===== src/rtl/cacheline_burst_adapter.sv =====
// Converts 256-bit cache line requests into 4-beat 64-bit memory bursts.
// Define BURST_WRAP_EN for critical-beat-first (wrapping) beat ordering.
//
// state | meaning
// IDLE  | waiting for a cache read/write request
// READ  | collecting four read beats into the fill buffer
// WRITE | presenting four write beats from the latched line
// DONE  | one-cycle line-complete pulse on resp_o
module cacheline_burst_adapter (
    input  logic         clk,
    input  logic         rst,
    input  logic [255:0] line_i,
    output logic [255:0] line_o,
    input  logic [31:0]  address_i,
    input  logic         read_i,
    input  logic         write_i,
    output logic         resp_o,
    input  logic [63:0]  burst_i,
    output logic [63:0]  burst_o,
    output logic [31:0]  address_o,
    output logic         read_o,
    output logic         write_o,
    input  logic         resp_i
);

    typedef enum logic [1:0] {IDLE, READ, WRITE, DONE} state_e;

    state_e        state_q, state_d;
    logic [1:0]    cnt_q, cnt_d;
    logic [31:0]   addr_q, addr_d;
    logic [255:0]  wline_q, wline_d;
    logic [255:0]  rbuf_q, rbuf_d;
    logic [255:0]  line_q, line_d;
    logic [1:0]    slot;

`ifdef BURST_WRAP_EN
    logic unused_addr;
    assign slot        = addr_q[4:3] + cnt_q;
    assign address_o   = {addr_q[31:3], 3'b000};
    assign unused_addr = ^addr_q[2:0];
`else
    logic unused_addr;
    assign slot        = cnt_q;
    assign address_o   = {addr_q[31:5], 5'b00000};
    assign unused_addr = ^addr_q[4:0];
`endif

    assign burst_o = wline_q[{slot, 6'b000000} +: 64];
    assign line_o  = line_q;
    assign resp_o  = (state_q == DONE);
    assign read_o  = (state_q == READ);
    assign write_o = (state_q == WRITE);

    always_comb begin
        state_d = state_q;
        cnt_d   = cnt_q;
        addr_d  = addr_q;
        wline_d = wline_q;
        rbuf_d  = rbuf_q;
        line_d  = line_q;
        case (state_q)
            IDLE: begin
                if (write_i) begin
                    addr_d  = address_i;
                    wline_d = line_i;
                    cnt_d   = 2'd0;
                    state_d = WRITE;
                end else if (read_i) begin
                    addr_d  = address_i;
                    cnt_d   = 2'd0;
                    state_d = READ;
                end
            end
            READ: begin
                if (resp_i) begin
                    rbuf_d[{slot, 6'b000000} +: 64] = burst_i;
                    cnt_d = cnt_q + 2'd1;
                    // line_o only changes once the whole line has arrived
                    if (cnt_q == 2'd3) begin
                        line_d  = rbuf_d;
                        state_d = DONE;
                    end
                end
            end
            WRITE: begin
                if (resp_i) begin
                    cnt_d = cnt_q + 2'd1;
                    if (cnt_q == 2'd3) state_d = DONE;
                end
            end
            DONE: state_d = IDLE;
            default: state_d = IDLE;
        endcase
    end

    always_ff @(posedge clk) begin
        if (rst) begin
            state_q <= IDLE;
            cnt_q   <= 2'd0;
            addr_q  <= 32'd0;
            wline_q <= 256'd0;
            rbuf_q  <= 256'd0;
            line_q  <= 256'd0;
        end else begin
            state_q <= state_d;
            cnt_q   <= cnt_d;
            addr_q  <= addr_d;
            wline_q <= wline_d;
            rbuf_q  <= rbuf_d;
            line_q  <= line_d;
        end
    end

endmodule


===== config.mk =====
export PLATFORM = sky130hd
export DESIGN_NAME = cacheline_burst_adapter
export DESIGN_NICKNAME = d
export VERILOG_FILES = /design/src/rtl/cacheline_burst_adapter.sv
export SDC_FILE = /design/constraint.sdc
export NUM_CORES = 2
export LEC_CHECK = 0
export ABC_AREA = 1
export CAP_MARGIN = 20
export CORE_AREA = 2 2 280 282
export DETAILED_ROUTE_END_ITERATION = 8
export DIE_AREA = 0 0 282 284
export GPL_TIMING_DRIVEN = 0
export PLACE_DENSITY = 0.69
export SETUP_SLACK_MARGIN = 0.2
export SLEW_MARGIN = 30
export SYNTH_ARGS = -nofsm -noshare
export SYNTH_HDL_FRONTEND = slang
export SYNTH_SLANG_ARGS = --single-unit

===== constraint.sdc =====
create_clock -name clk -period 3.4 [get_ports clk]
set_clock_uncertainty 0.2 [all_clocks]
set_input_delay 0.68 -clock clk [delete_from_list [all_inputs] [get_ports clk]]
set_output_delay 0.68 -clock clk [all_outputs]
set_load 0.005 [all_outputs]

======== Word level (Yosys, flattened, before mapping) ========
Cells that the tools add are included.
W data, S select, Z words.
operators by class
  reductions and logical operators ........ 10
  equal/unequal tests ..................... 7
  multiplexer cells ....................... 12
  shifts and indexed selects .............. 3
  add/subtract/negate cells ............... 2
operator list
  operator                     number
  $bwmux W256                  1
  $shift A64 B10 Y256 const A  1
  $shiftx A256 B9 Y64          1
  $shiftx A64 B10 Y256         1
  $mux W32                     2
  $mux W2                      7
  $neg A8 Y10                  1
  $reduce_and A3 Y1            3
  $eq A2 B2 Y1 const B         3
  $pmux W2 S3                  1
  $reduce_and A2 Y1            3
  $ne A2 B1 Y1 const B         2
  $pmux W2 S2                  1
  $reduce_bool A2 Y1           2
  $ne A3 B3 Y1 const B         1
  $add A2 B1 Y2 const B        1
  $eq A2 B1 Y1 const B         1
  $logic_not A2 Y1             1
  $reduce_or A2 Y1             1
storage, ports and cells
  logic and storage cells ................. 40
  input bits .............................. 357
  output and inout port bits .............. 355
  register bits ........................... 804

======== Depth between registers and ports, before layout ========
  depth after elaboration ................. 4
  gate-level depth with buffers ........... 12
  mapped depth without buffers ............ 9

======== Worst setup path before layout ========
No wires, ideal clock.
  path type ............................... reg-to-reg
  start point ............................. register cnt_q[0]
  end point ............................... register line_q[218], in the netlist line_o[218]
  arrival ................................. 2162 ps
  library setup time ...................... 70 ps
  setup slack ............................. 967 ps
  clock period less this slack ............ 2433 ps
  stages on the path, launching flop included .. 9
  path buffers ............................ 3
  required time ........................... 3130 ps
  cell sequence ........................... dfxtp_1 -> inv_1 -> clkbuf_1 -> clkbuf_1 -> ha_1 -> nor3_4 -> clkbuf_1 -> nand3_1 -> a21oi_1
on the way
  longest elaborated chain between the ends .. 3
  elaborated cells between the ends (all ways) .. 6
  classes of those cells .................. add/sub: 1; eq/ne: 1; shift: 2; mux: 1; reduce/logical: 1
RTL lines
  element                                                      RTL line  text
  start: declaration                                           29        logic [1:0] cnt_q, cnt_d;
  start signal: assignment                                     106       cnt_q <= cnt_d;
  $neg A8 Y10                                                  76        rbuf_d[{slot, 6'b000000} +: 64] = burst_i;
  $shiftx A64 B10 Y256 or $shift A64 B10 Y256 (tied branches)  76
  $bwmux W256                                                  76
  end signal: assignment                                       110       line_q <= line_d;
  end: declaration                                             33        logic [255:0] line_q, line_d;
Several ways; a longest one is shown, not always the timed one.
A chain may end at the register's enable or synchronous reset.

======== Worst setup path in the final report ========
  start point ............................. register cnt_q[0]
  end point ............................... output port burst_o[25]
on the way
  longest elaborated chain between the ends .. 1
RTL lines
  element              RTL line  text
  $shiftx A256 B9 Y64  48        assign burst_o = wline_q[{slot, 6'b000000} +: 64];
  end: declaration     19        output logic [63:0] burst_o,
Every way passes these cells.

==> impl_results.md <==
* Initial Util at 42.6%
* DR pass1 iterations at 6
* Gr usage total at 32.7%
* Max_cap viols at 0
* Register area at 14700 um^2
* Vias in the first global route at 32290
* Ys Warns at 0
* DRT iter0 DRCs at 2942
* Max Clk Rate at 305 MHz
* CTS max path bufs at 3
* Die X at 282 um
* H-tree levels at 3
* Via count at 34743
* Nets@finish at 6025
* Via density at 5.13
* Synth top area cells: dfxtp_1, nor2_1, nand2_1, nand3_1, o21ai_0
* Area occupied by multi-input gates at 14800 um^2
* Synthesized area per cell at 6.75 um^2
* Fillers at 7286
* Cell count after synthesis at 4855
* Mapped cell area at 32800 um^2
* Largest net degree at the start of global routing at 15
* Finished Cell Area at 44700 um^2
* RSZ-0062 raised after global routing: yes
* Share of the synthesized area in the top cell type at 44.9%
* Final WL at 136 mm
* Most frequent cell after synthesis: nor2_1
* VDD IR max at 0.440 mV
* Setup CP Type: reg2out
* Die Ht at 284 um
* Area Growth Syn to Fin at 36.5%
* Num CTS Buffers at 82
* HPWL Detailed at 106 mm
* Register area share after synthesis at 44.9%
* DIE AREA at 80100 um^2
* Crit end category: output port
* # clock sinks at 735
* Setup slack, reg-to-reg at 340 ps
* Final ANT Viol Nets at 0
* CP Data Required Time at 2520 ps
* DP Area at 41100 um^2
* Synth area leader: dfxtp_1
* Unique masters post-synth at 21
* Total power at 34100 uW
* Crit share post-route at 96.4%
* Flops & latches, synth at 735
* Worst skew pair latency at 630 ps
* Post-synth EDFFs at 0
* Root buffer cell: clkbuf_16
* Drt wl/cell at 20.0 um
* Power density cells at 763 nW/um^2
* Outcome: completed
* Slew HR at 29.5%
* Data arrival, critical path at 2400 ps
* Final setup vio count at 0
* Final hold violation count at 0
* Fin crit period at 3280 ps
* GPL Wtd Cong at 0.973
* Layout cells sized above 1 at 6.83%
* Post-synth top cells: nor2_1, nand2_1, dfxtp_1
* CP Launch Type: flip-flop
* Ports at 712
* Pins Over Slew Limit at 0
* Primary FF master, synth: dfxtp_1
* Rows at 102
* Hold Path Class: reg2reg
* Slew @ Worst Pin at 1060 ps
* DRC viols at 0
* Antenna violations before repair at 20
* CTS tree: done
* P_leak at 0.0205 uW
* CORE AREA at 77000 um^2
* Hold-fix buffers, CTS at 0
* Clk slew on worst S/H paths at 60 ps
* Grt ovf at 0
* Asr flop ratio synth at 0%
* First-pass GRT wire length at 196 mm
* CP max FO at 10
* IO buf count at 700
-- worst max-delay path, cell delays in order (launching register included) --
cell,delay [ps]
dfxtp_4,370
buf_12,130
buf_12,130
buf_12,150
buf_6,150
nor2_1,60
o22ai_1,200
clkdlybuf4s50_1,550
-- final cells by class --
| cell class | count | area share [%] |
|---|---|---|
| Antenna cell | 11 | 0.0616 |
| Buffer | 359 | 4.24 |
| Clock buffer | 111 | 5.35 |
| Clock inverter | 38 | 1.27 |
| Inverter | 490 | 4.12 |
| Multi-Input combinational cell | 3275 | 33.1 |
| Sequential cell | 735 | 32.9 |
| Tap cell | 1040 | 2.91 |
| Timing Repair Buffer | 714 | 16.0 |
-- where the power goes --
| part | internal [uW] | total, uW | switching, uW |
|---|---|---|---|
| registers | 10100 | 10800 | 756 |
| clock network | 5930 | 9790 | 3860 |
| logic | 4840 | 13500 | 8670 |
-- flip-flops by register name (all words and copies together) (netlist names) --
register  cells
addr_q       27
cnt_q         2
line_o      256
rbuf_q      192
state_q       2
wline_q     256
-- through the flow --
| stage | util [%] | worst slack, ps | hold WS [ps] | TNS (ps) | instances |
|---|---|---|---|---|---|
| 2_1_floorplan | - | 967 | 249 | 0 | 4859 |
| 3_3_place_gp | 53.4 | -1240 | 253 | -442920 | 6599 |
| 3_5_place_dp | 53.4 | -889 | 254 | -250680 | 6599 |
| 4_1_cts | 57.9 | 32.6 | 264 | 0 | 6758 |
| 5_1_grt | 58.1 | 24.5 | 281 | 0 | 6767 |
| 6_report | 58.1 | 123 | 263 | 0 | 6773 |
-- repair_timing --
item                                   CTS  global route
pin swaps                               12             7
endpoints found under the hold margin    0             0
setup endpoints to repair              513            33
cloned                                   0             0
buffers inserted                        10             4
resized for setup                      200            58
-- routing by layer --
metal	vias to the layer above	global-route usage (%)	part of all wire, %
li1	16934	-	-
met1	15823	36.9	37
met2	1606	56.1	48
met3	358	7.17	8.6
met4	22	19.5	6.6
met5	-	0	0.10
-- cell families after synthesis --
| kind of cell | count (synthesis) | share of synthesized area, % |
|---|---|---|
| AOI/OAI and AO/OA | 751 | 13.2 |
| adders and majority gates | 11 | 0.420 |
| buffers and inverters | 849 | 10.5 |
| DFF | 735 | 44.9 |
| other | 1 | 0.0114 |
| and+or+nand+nor | 2508 | 31.0 |
-- final timing paths --
kind / startpoint / endpoint / cells past startpoint
setup / recovery: cnt_q[0]$_SDFFE_PP0P_ / burst_o[25] / 7
hold / removal: line_o[241]$_SDFFE_PP0P_ / line_o[241]$_SDFFE_PP0P_ / 2
setup reg to reg: cnt_q[0]$_SDFFE_PP0P_ / line_o[122]$_SDFFE_PP0P_ / 12
hold reg to reg: line_o[241]$_SDFFE_PP0P_ / line_o[241]$_SDFFE_PP0P_ / 2
-- cell usage in the layout, fill, tap and decap left out, types with 4 or more instances in the layout --
| cell type | synthesis | routed |
|---|---|---|
| nor2_1 | 1154 | 1149 |
| nand2_1 | 785 | 785 |
| dfxtp_1 | 735 | 733 |
| clkdlybuf4s50_1 | 0 | 637 |
| nand3_1 | 565 | 565 |
| inv_1 | 481 | 479 |
| o21ai_0 | 427 | 395 |
| o21a_1 | 192 | 192 |
| clkbuf_1 | 193 | 166 |
| buf_2 | 128 | 122 |
| clkbuf_16 | 0 | 86 |
| a21oi_1 | 67 | 67 |
| o22ai_1 | 64 | 45 |
| buf_4 | 21 | 36 |
| dlygate4sd2_1 | 0 | 35 |
| clkbuf_8 | 0 | 31 |
| o21ai_1 | 0 | 24 |
| dlymetal6s2s_1 | 0 | 24 |
| o22ai_2 | 0 | 17 |
| buf_1 | 17 | 16 |
| clkinv_2 | 0 | 16 |
| bufinv_16 | 0 | 13 |
| diode_2 | 0 | 11 |
| clkbuf_4 | 0 | 11 |
| ha_1 | 11 | 10 |
| inv_2 | 8 | 9 |
| o21ai_2 | 0 | 7 |
| clkbuf_2 | 0 | 6 |
| nor2_2 | 1 | 5 |
| buf_6 | 0 | 5 |
| conb_1 | 1 | 5 |
| clkinvlp_4 | 0 | 4 |
| buf_12 | 0 | 4 |
| inv_6 | 0 | 4 |
No activity file was read; power rests on OpenSTA's default activity.
